$ cat src/rtl/mdu_seq.sv
// mdu_seq - sequential RV32M multiply/divide unit.
//
// This unit accepts one operation at a time from the ID side. A multiply uses a
// shift-add datapath and a divide uses a restoring datapath. Each processes one
// operand bit per cycle. A divide by zero and the signed overflow divide take a
// short path and skip the iteration phase. The unit holds each result in DONE
// until the consumer acknowledges it.
//
// Ports
//   clk       rising-edge clock
//   rstn_i    asynchronous active-low reset
//   flush_i   discard any operation in flight (outranks everything)
//   halt_i    freeze all state (flush_i still acts)
//   valid_i   operation request from ID side
//   ack_o     request accepted this cycle (combinational)
//   op_i      RV32M funct3 (MUL, MULH, MULHSU, MULHU, DIV, DIVU, REM, REMU)
//   rs1_i     operand A / dividend
//   rs2_i     operand B / divisor
//   ack_i     consumer took the result
//   valid_o   result_o valid
//   result_o  operation result
//   busy_o    unit not idle (registered state only)
//
// state | meaning
// ------+-----------------------------------------------------------
// IDLE  | no operation held, ready to accept
// CALC  | iterating, 32 bit-steps then one result-selection step
// DONE  | result presented on result_o until ack_i

module mdu_seq (
  input  logic        clk,
  input  logic        rstn_i,
  input  logic        flush_i,
  input  logic        halt_i,
  input  logic        valid_i,
  output logic        ack_o,
  input  logic [2:0]  op_i,
  input  logic [31:0] rs1_i,
  input  logic [31:0] rs2_i,
  input  logic        ack_i,
  output logic        valid_o,
  output logic [31:0] result_o,
  output logic        busy_o
);

  localparam logic [2:0] OP_MUL    = 3'd0;
  localparam logic [2:0] OP_MULH   = 3'd1;
  localparam logic [2:0] OP_MULHSU = 3'd2;

  typedef enum logic [1:0] {
    S_IDLE = 2'd0,
    S_CALC = 2'd1,
    S_DONE = 2'd2
  } state_e;

  state_e      state_q, state_d;
  logic [2:0]  op_q;
  logic [63:0] acc_q;     // mul: {partial product, multiplier}; div: {remainder, quotient}
  logic [31:0] opb_q;     // mul: multiplicand magnitude; div: divisor magnitude
  logic        neg_q;
  logic [4:0]  cnt_q;     // down-counter, terminal count at 0
  logic        fin_q;     // all 32 bit-steps done, next CALC cycle selects result
  logic [31:0] result_q;

  logic        accept;

  // operand preparation
  logic        sgn_a, sgn_b;
  logic        neg_a, neg_b;
  logic [31:0] mag_a, mag_b;
  logic        neg_d;
  logic        div_zero, div_ovf, special;
  logic [31:0] special_res;

  // iteration and result selection
  logic [32:0] mul_sum;
  logic [63:0] mul_next;
  logic [32:0] div_sh;
  logic [32:0] div_diff;
  logic [63:0] div_next;
  logic [63:0] mul_full;
  logic [31:0] mul_res;
  logic [31:0] div_mag;
  logic [31:0] div_res;
  logic [31:0] final_res;

  // rstn_i gates the accept so nothing is acknowledged while reset is held.
  assign accept = rstn_i & valid_i & ~halt_i & ~flush_i &
                  ((state_q == S_IDLE) | ((state_q == S_DONE) & ack_i));

  always_comb begin
    sgn_a = (op_i == OP_MULH) | (op_i == OP_MULHSU) | (op_i[2] & ~op_i[0]);
    sgn_b = (op_i == OP_MULH) | (op_i[2] & ~op_i[0]);
    neg_a = sgn_a & rs1_i[31];
    neg_b = sgn_b & rs2_i[31];
    mag_a = neg_a ? (~rs1_i + 32'd1) : rs1_i;
    mag_b = neg_b ? (~rs2_i + 32'd1) : rs2_i;
    // A remainder follows the dividend sign. Every other result follows the XOR
    // of the signs. For unsigned operands both neg_a and neg_b are already 0.
    neg_d = (op_i[2] & op_i[1]) ? neg_a : (neg_a ^ neg_b);

    div_zero = (rs2_i == 32'd0);
    div_ovf  = ~op_i[0] & (rs1_i == 32'h8000_0000) & (rs2_i == 32'hFFFF_FFFF);
    special  = op_i[2] & (div_zero | div_ovf);
    if (div_zero) begin
      special_res = op_i[1] ? rs1_i : 32'hFFFF_FFFF;
    end else begin
      special_res = op_i[1] ? 32'd0 : 32'h8000_0000;
    end
  end

  always_comb begin
    // Shift-add step: add the multiplicand into the upper half when the
    // multiplier LSB is set, then shift the whole register right by one.
    mul_sum  = {1'b0, acc_q[63:32]} + (acc_q[0] ? {1'b0, opb_q} : 33'd0);
    mul_next = {mul_sum, acc_q[31:1]};

    // Restoring step: shift the next dividend bit into the remainder and try to
    // subtract. Because the remainder stays below the divisor, bit 32 of the
    // difference is a clean borrow flag.
    div_sh   = {acc_q[63:32], acc_q[31]};
    div_diff = div_sh - {1'b0, opb_q};
    if (!div_diff[32]) begin
      div_next = {div_diff[31:0], acc_q[30:0], 1'b1};
    end else begin
      div_next = {div_sh[31:0], acc_q[30:0], 1'b0};
    end

    // The sign is applied to the full 64-bit product before the slice is taken.
    mul_full  = neg_q ? (~acc_q + 64'd1) : acc_q;
    mul_res   = (op_q == OP_MUL) ? mul_full[31:0] : mul_full[63:32];
    div_mag   = op_q[1] ? acc_q[63:32] : acc_q[31:0];
    div_res   = neg_q ? (~div_mag + 32'd1) : div_mag;
    final_res = op_q[2] ? div_res : mul_res;
  end

  // state register
  always_ff @(posedge clk or negedge rstn_i) begin
    if (!rstn_i) begin
      state_q <= S_IDLE;
    end else begin
      state_q <= state_d;
    end
  end

  // next state
  always_comb begin
    state_d = state_q;
    if (flush_i) begin
      state_d = S_IDLE;
    end else if (!halt_i) begin
      case (state_q)
        S_IDLE: begin
          if (accept) state_d = special ? S_DONE : S_CALC;
        end
        S_CALC: begin
          if (fin_q) state_d = S_DONE;
        end
        S_DONE: begin
          if (ack_i) begin
            if (accept) state_d = special ? S_DONE : S_CALC;
            else        state_d = S_IDLE;
          end
        end
        default: state_d = S_IDLE;
      endcase
    end
  end

  // outputs
  always_comb begin
    ack_o    = accept;
    valid_o  = (state_q == S_DONE) & ~flush_i;
    busy_o   = (state_q != S_IDLE);
    result_o = result_q;
  end

  // datapath and iteration counter
  always_ff @(posedge clk or negedge rstn_i) begin
    if (!rstn_i) begin
      op_q     <= 3'd0;
      acc_q    <= 64'd0;
      opb_q    <= 32'd0;
      neg_q    <= 1'b0;
      cnt_q    <= 5'd0;
      fin_q    <= 1'b0;
      result_q <= 32'd0;
    end else if (flush_i) begin
      cnt_q <= 5'd0;
      fin_q <= 1'b0;
    end else if (!halt_i) begin
      if (accept) begin
        op_q  <= op_i;
        neg_q <= neg_d;
        fin_q <= 1'b0;
        cnt_q <= special ? 5'd0 : 5'd31;
        if (op_i[2]) begin
          acc_q <= {32'd0, mag_a};
          opb_q <= mag_b;
        end else begin
          acc_q <= {32'd0, mag_b};
          opb_q <= mag_a;
        end
        if (special) result_q <= special_res;
      end else if (state_q == S_CALC) begin
        if (fin_q) begin
          result_q <= final_res;
          fin_q    <= 1'b0;
        end else begin
          acc_q <= op_q[2] ? div_next : mul_next;
          if (cnt_q == 5'd0) fin_q <= 1'b1;
          else               cnt_q <= cnt_q - 5'd1;
        end
      end
    end
  end

endmodule

$ cat config.mk
export PLATFORM = sky130hd
export DESIGN_NAME = mdu_seq
export DESIGN_NICKNAME = d
export VERILOG_FILES = /design/src/rtl/mdu_seq.sv
export SDC_FILE = /design/constraint.sdc
export NUM_CORES = 1
export LEC_CHECK = 0
export BUFFER_PORTS_ARGS = -buffer_cell sky130_fd_sc_hd__buf_2
export CAP_MARGIN = 20
export CORE_MARGIN = 2
export CORE_UTILIZATION = 50
export DETAILED_ROUTE_END_ITERATION = 8
export HOLD_SLACK_MARGIN = 0.06
export PLACE_DENSITY = 0.77
export SLEW_MARGIN = 20
export SYNTH_ARGS = -nofsm -noshare
export SYNTH_HDL_FRONTEND = slang
export SYNTH_SLANG_ARGS = --single-unit
$ cat constraint.sdc
create_clock -name clk -period 3.8 [get_ports clk]
set_clock_uncertainty 0.05 [all_clocks]
set_input_delay 0.38 -clock clk [delete_from_list [all_inputs] [get_ports clk]]
set_output_delay 0.38 -clock clk [all_outputs]
set_load 0.02 [all_outputs]
==> impl_metrics.toml, run 1 <==
[min_path]
holdPathStages = 2
worst_hold_startpoint = "flush_i"
worstHoldPathType = "input pin to flip-flop"

[timing]
post-route-period-util_pct = 96.3
setup_viol_count_final = 0
hold_viol = 0
fmax_mhz = 273
holdWs_ns = 0.113
tightest_slew_ns = 1.08
slew_violations = 0
rsz0062_at_grt = "false"
period_minus_slack_ns = 3.66
slew_headroom_pct = 27.8
totalNegativeSetupSlack_ns = 0
setup_slack_ns = 0.140

[final_layout]
antenna_cells = 0
stdcell_area_um2 = 17500
layout-drive-gt1-share_pct = 13.5
most-common-layout-cells = "nand2_1, o21ai_0, nor2_1, a21oi_1, dfrtp_1"
final.fill_count = 2922
final_core_util_pct = 57.1
nNetsFinal = 2338
final_common_cell = "nand2_1"
area_growth_pct = 11.7

[place]
routabilityCongestion = 1.08
place_area_um2 = 16900
hpwl_um = 47600
portBuffers = 107
dp_worst_setup_slack_ns = -0.123

[power]
power.density_nw_per_um2 = 530
irDropWorstVdd_v = 0.000394
p_leak_nw = 7.68

[clock_network]
cts_tree = "yes"
clk_latency_ns = 0.46
cts_sinks = 140
cts.clk_slew.worst_paths_ns = 0.07
cts.path.max_buffers = 2
h-tree-depth = 4
numCtsBuffers = 17
cts_setup_buffers = 0
cts-root-buf = "clkbuf_16"

[die]
dieArea_um2 = 32800
die_y_um = 181
coreArea_um2 = 30700
io_pins = 108
initial_core_util_pct = 51.1
die_w_um = 181
rows = 64

[grt]
antenna_found_initial = 0
overflow = 0
grt_usage_pct = 37.0
first_global_vias = 16100
grt_max_degree = 93
grt_pass1_wl_um = 93600
globalRouteMet3Util_pct = 9.43
grt_most_used_layer = "met2"
grt_util_met2_pct = 55.9
use_met1_pct = 48.4

[synth]
synthFlopType = "dfrtp_1"
avgSynthCellArea_um2 = 7.38
yosys.cell_types.count = 81
ys_ff_latch = 140
synthTopCellsByArea = "dfrtp_1, o21ai_0, xnor2_1"
synth_nets = 2274
synth_edf_count = 0
yosysTopAreaCellShare_pct = 22.3
yosys_warnings = 0
synth_top_area_cell = "dfrtp_1"
ys_seq_area_share_pct = 22.3
synth_area_um2 = 15700
async_flop_share_pct = 100
synth_cells = 2128

[worst_setup_path]
critPathCaptureType = "flip-flop"
critPathLaunch = "acc_q[0]"
crit_path_max_fanout = 11
reg2reg_to = "acc_q[56]"
rrSetupSlack_ns = 0.14
start_kind = "flip-flop"
arrival_ns = 3.94
path_class = "flip-flop to flip-flop"
r2r_start = "acc_q[0]"
worstPathRequired_ns = 4.08
crit_path_end = "acc_q[56]"
rr_worst_depth = 13

[routing]
drc = 0
vias_per_cell = 6.60
ant_nets = 0
drtPass1Iterations = 6
routedWlPerCell_um = 23.7
route.vias.total = 17200
initialDrtViolationCount = 2363
drt_wl_total_um = 61700

[run]
maxCapViolations = 0

[run_status]
status = "complete, no violations"
-- layout make-up --
| class | count | area, um^2 | area share (%) |
|---|---|---|---|
| Clock buffer | 20 | 447 | 2.55 |
| Multi-Input combinational cell | 1757 | 11400 | 64.7 |
| Sequential cell | 140 | 3510 | 20.0 |
| Tap cell | 396 | 495 | 2.82 |
| Timing Repair Buffer | 207 | 1350 | 7.67 |
| Clock inverter | 11 | 135 | 0.770 |
| Inverter | 69 | 263 | 1.50 |
-- synth_stat cells (all sizes together) (31+ instances only) --
cell type	instances
nor3	59
clkbuf	131
dfrtp	140
nor2	201
xnor2	112
a21oi	189
a21o	35
xor2	84
ha	71
buf	31
mux2i	94
inv	69
nand3	39
o31ai	48
nand2	228
o21ai	208
-- where the power goes --
group,switching [W],total [W],leakage (nW),internal [W]
logic,0.00330,0.00526,5.57,0.00196
clock network,0.000749,0.00174,0.279,0.000991
registers,0.000451,0.00231,1.83,0.00185
-- critical path, stage by stage, from the launching register on --
cell and delay (ns):
dfrtp_1 0.39, clkinvlp_4 0.25, nor2_1 0.19, ha_1 0.29, a21o_1 0.21, a221o_1 0.36
a211oi_2 0.29, nor3_1 0.16, a221oi_2 0.42, buf_4 0.20, o21ba_2 0.16, o21ai_0 0.11
xor2_1 0.16, a221o_1 0.32
-- logic make-up (layout without fill, tap and decap cells) --
logic type	Yosys count	after routing	share of synthesized area, %
DFF	140	140	22.3
adders and majority gates	73	73	5.91
buffers and inverters	231	307	5.71
xor gates and xnor gates	196	196	10.9
AOI/OAI and AO/OA	668	668	26.7
muxes	108	108	7.00
and+or+nand+nor	712	712	21.4
-- flip-flops by register name (all words and copies together), names as in the netlist --
signal	flops
neg_q	1
fin_q	1
result_o	32
state_q	2
op_q	3
acc_q	64
cnt_q	5
opb_q	32
-- repair_timing --
action,4_1_cts,5_1_grt
endpoints found under the setup margin,3,15
gates cloned,0,0
hold buffers,1,0
resized for setup,2,5
pin swaps,0,0
endpoints found under the hold margin,14,0
-- per-layer routing --
metal	part of all wire, %	up-vias
li1	-	7805
met1	39	8022
met2	42	1107
met3	12	223
met4	6.4	0
met5	0	-
-- worst min path at each step --
stage	end	slack, ns
finish	fin_q	0.11
global route	fin_q	0.12
CTS	fin_q	0.11
detailed placement	result_o[29]	0.17
global placement	result_o[29]	0.17
floorplan	acc_q[0]	0.03
-- stage by stage --
step,total power (W),cells
global placement,0.00728,2568
detailed placement,0.00736,2568
floorplan,0.00564,2128
global route,0.00979,2600
CTS,0.00912,2600
finish,0.00930,2600
Note: power is estimated with default switching activity, not from simulation.
==> run 2, diff against run 1 <==
- PLACE_DENSITY: 0.77 -> 0.83
- SKIP_LAST_GASP: not set -> 1
==> run 2 against run 1 <==
Compared with the run above:
- setup slack got worse by 0.024 ns
- routed wire length up 0.68%
- largest cell class unchanged
- critical path depth shrank 3
- critical endpoint is now result_o[25]
- clock power barely moved
- register-to-register slack got worse by 0.02 ns
==> impl_metrics.toml, run 2 (synthesis results as in run 1) <==
[run_status]
status = "complete, no violations"

[clock_network]
cts_sinks = 140
hold_buffers = 0
cts.path.max_buffers = 2
numCtsBuffers = 17
cts-root-buf = "clkbuf_16"
h-tree-depth = 4
cts.clk_slew.worst_paths_ns = 0.07
cts_tree = "yes"
clk_latency_ns = 0.45

[place]
place_area_um2 = 17000
hpwl_um = 47500
routabilityCongestion = 1.07
dp_worst_setup_slack_ns = 0.0758
place_inst = 2574
portBuffers = 107

[grt]
overflow = 0
grt_usage_pct = 37.3
antenna_found_initial = 3
first_global_vias = 16200
grt_pass1_wl_um = 94900
grt_max_degree = 141

[final_layout]
final_common_cell = "nand2_1"
regArea_um2 = 3510
instances_no_fill = 2609
registers.top_by_ff_count = "acc_q"
most-common-layout-cells = "nand2_1, o21ai_0, nor2_1, a21oi_1, dfrtp_1"
largest_register_ffs = 64
final.fill_count = 2898
nNetsFinal = 2344
layout-drive-gt1-share_pct = 13.7
multi_input_area_um2 = 11300
stdcell_area_um2 = 17600
area_growth_pct = 12.1

[worst_setup_path]
arrival_ns = 3.99
cpMostUsedCell = "buf_4"
start_kind = "flip-flop"
rr_worst_depth = 10
r2r_start = "acc_q[38]"
crit_path_max_fanout = 10
cp_num_buf_inv = 3
cp_top_family = "simple AND/OR/NAND/NOR gates"
cpPeakStageDelay_ns = 0.73
rrSetupSlack_ns = 0.12
reg2reg_to = "result_o[25]"
critPathCaptureType = "flip-flop"
worstPathRequired_ns = 4.11
crit_chain = "buf_4 > nor4_1 > mux2i_1 > nor3_1 > buf_4 > nand4_1 > o311ai_0 > a211oi_1 > buf_4 > o31ai_1"
path_class = "flip-flop to flip-flop"
cp_slowest_cell = "nor4_1"

[timing]
rsz0062_at_grt = "true"
slew_headroom_pct = 40.6
hold_viol = 0
setup_viol_count_final = 0
post-route-period-util_pct = 96.9
setup_slack_ns = 0.117
fmax_mhz = 271
slew_violations = 0
period_minus_slack_ns = 3.68
tightest_slew_ns = 0.891

[die]
dieArea_um2 = 32800
die_w_um = 181
io_pins = 108
initial_core_util_pct = 51.1
die_y_um = 181
rows = 64
coreArea_um2 = 30700

[power]
p_leak_nw = 7.72
swShare_pct = 48.3
p_total_w = 0.00930
internal_power_w = 0.00481
pwr-share-clk_pct = 19.0
p_sw_w = 0.00449
combPwrFrac_pct = 55.9
irDropWorstVdd_v = 0.000416
power.density_nw_per_um2 = 529
p_seq_share_pct = 25.1

[routing]
drt_wl_total_um = 62100
drc = 0
drtPass1Iterations = 7
initialDrtViolationCount = 2392
route.vias.total = 17400
vias_per_cell = 6.68
routedWlPerCell_um = 23.8
ant_nets = 0

[min_path]
worstHoldPathType = "input pin to asynchronous set/reset pin"

[run]
maxCapViolations = 0
==> run 2: worst max-delay path by stage <==
stage,cells past startpoint,endpoint,from
after floorplan,16,result_o[28],op_q[1]
after global placement,13,acc_q[62],acc_q[0]
after detailed placement,13,acc_q[62],acc_q[0]
after CTS,13,acc_q[62],acc_q[0]
after global routing,14,acc_q[60],acc_q[0]
final,10,result_o[25],acc_q[38]
==> run 2: stage by stage <==
| step | utilization [%] | hold WS, ns | setup TNS (ns) |
|---|---|---|---|
| floorplan | - | 0.0344 | 0 |
| global placement | 55.2 | 0.408 | 0 |
| detailed placement | 55.2 | 0.414 | 0 |
| CTS | 57.2 | 0.101 | 0 |
| global route | 57.2 | 0.0893 | -0.0233 |
| finish | 57.2 | 0.0373 | 0 |
==> run 2: final cells by class <==
class	count	share of cell area (%)
Timing Repair Buffer	213	7.95
Inverter	69	1.49
Tap cell	396	2.81
Clock buffer	20	2.59
Multi-Input combinational cell	1757	64.4
Antenna cell	2	0.0284
Clock inverter	12	0.789
Sequential cell	140	19.9
==> run 2: power groups by stage <==
stage | clock [W] | combinational [W] | sequential, W
floorplan | 0 | 0.00342 | 0.00222
global placement | 0 | 0.00492 | 0.00233
detailed placement | 0 | 0.00499 | 0.00234
CTS | 0.00176 | 0.00502 | 0.00231
global route | 0.00182 | 0.00558 | 0.00237
finish | 0.00177 | 0.00520 | 0.00234
==> run 2: what timing repair did <==
| action | CTS | global route |
|---|---|---|
| setup buffers | 0 | 1 |
| resized for setup | 0 | 5 |
| endpoints found under the setup margin | 0 | 9 |
==> run 2: routing by layer <==
layer  vias up  share of wire [%]  global-route usage, %
met5         -              0.035                      0
met4         4                6.0                   20.4
met3       244                 13                   11.3
met2      1195                 42                   55.7
met1      8177                 39                   48.1
li1       7817                  -                      -
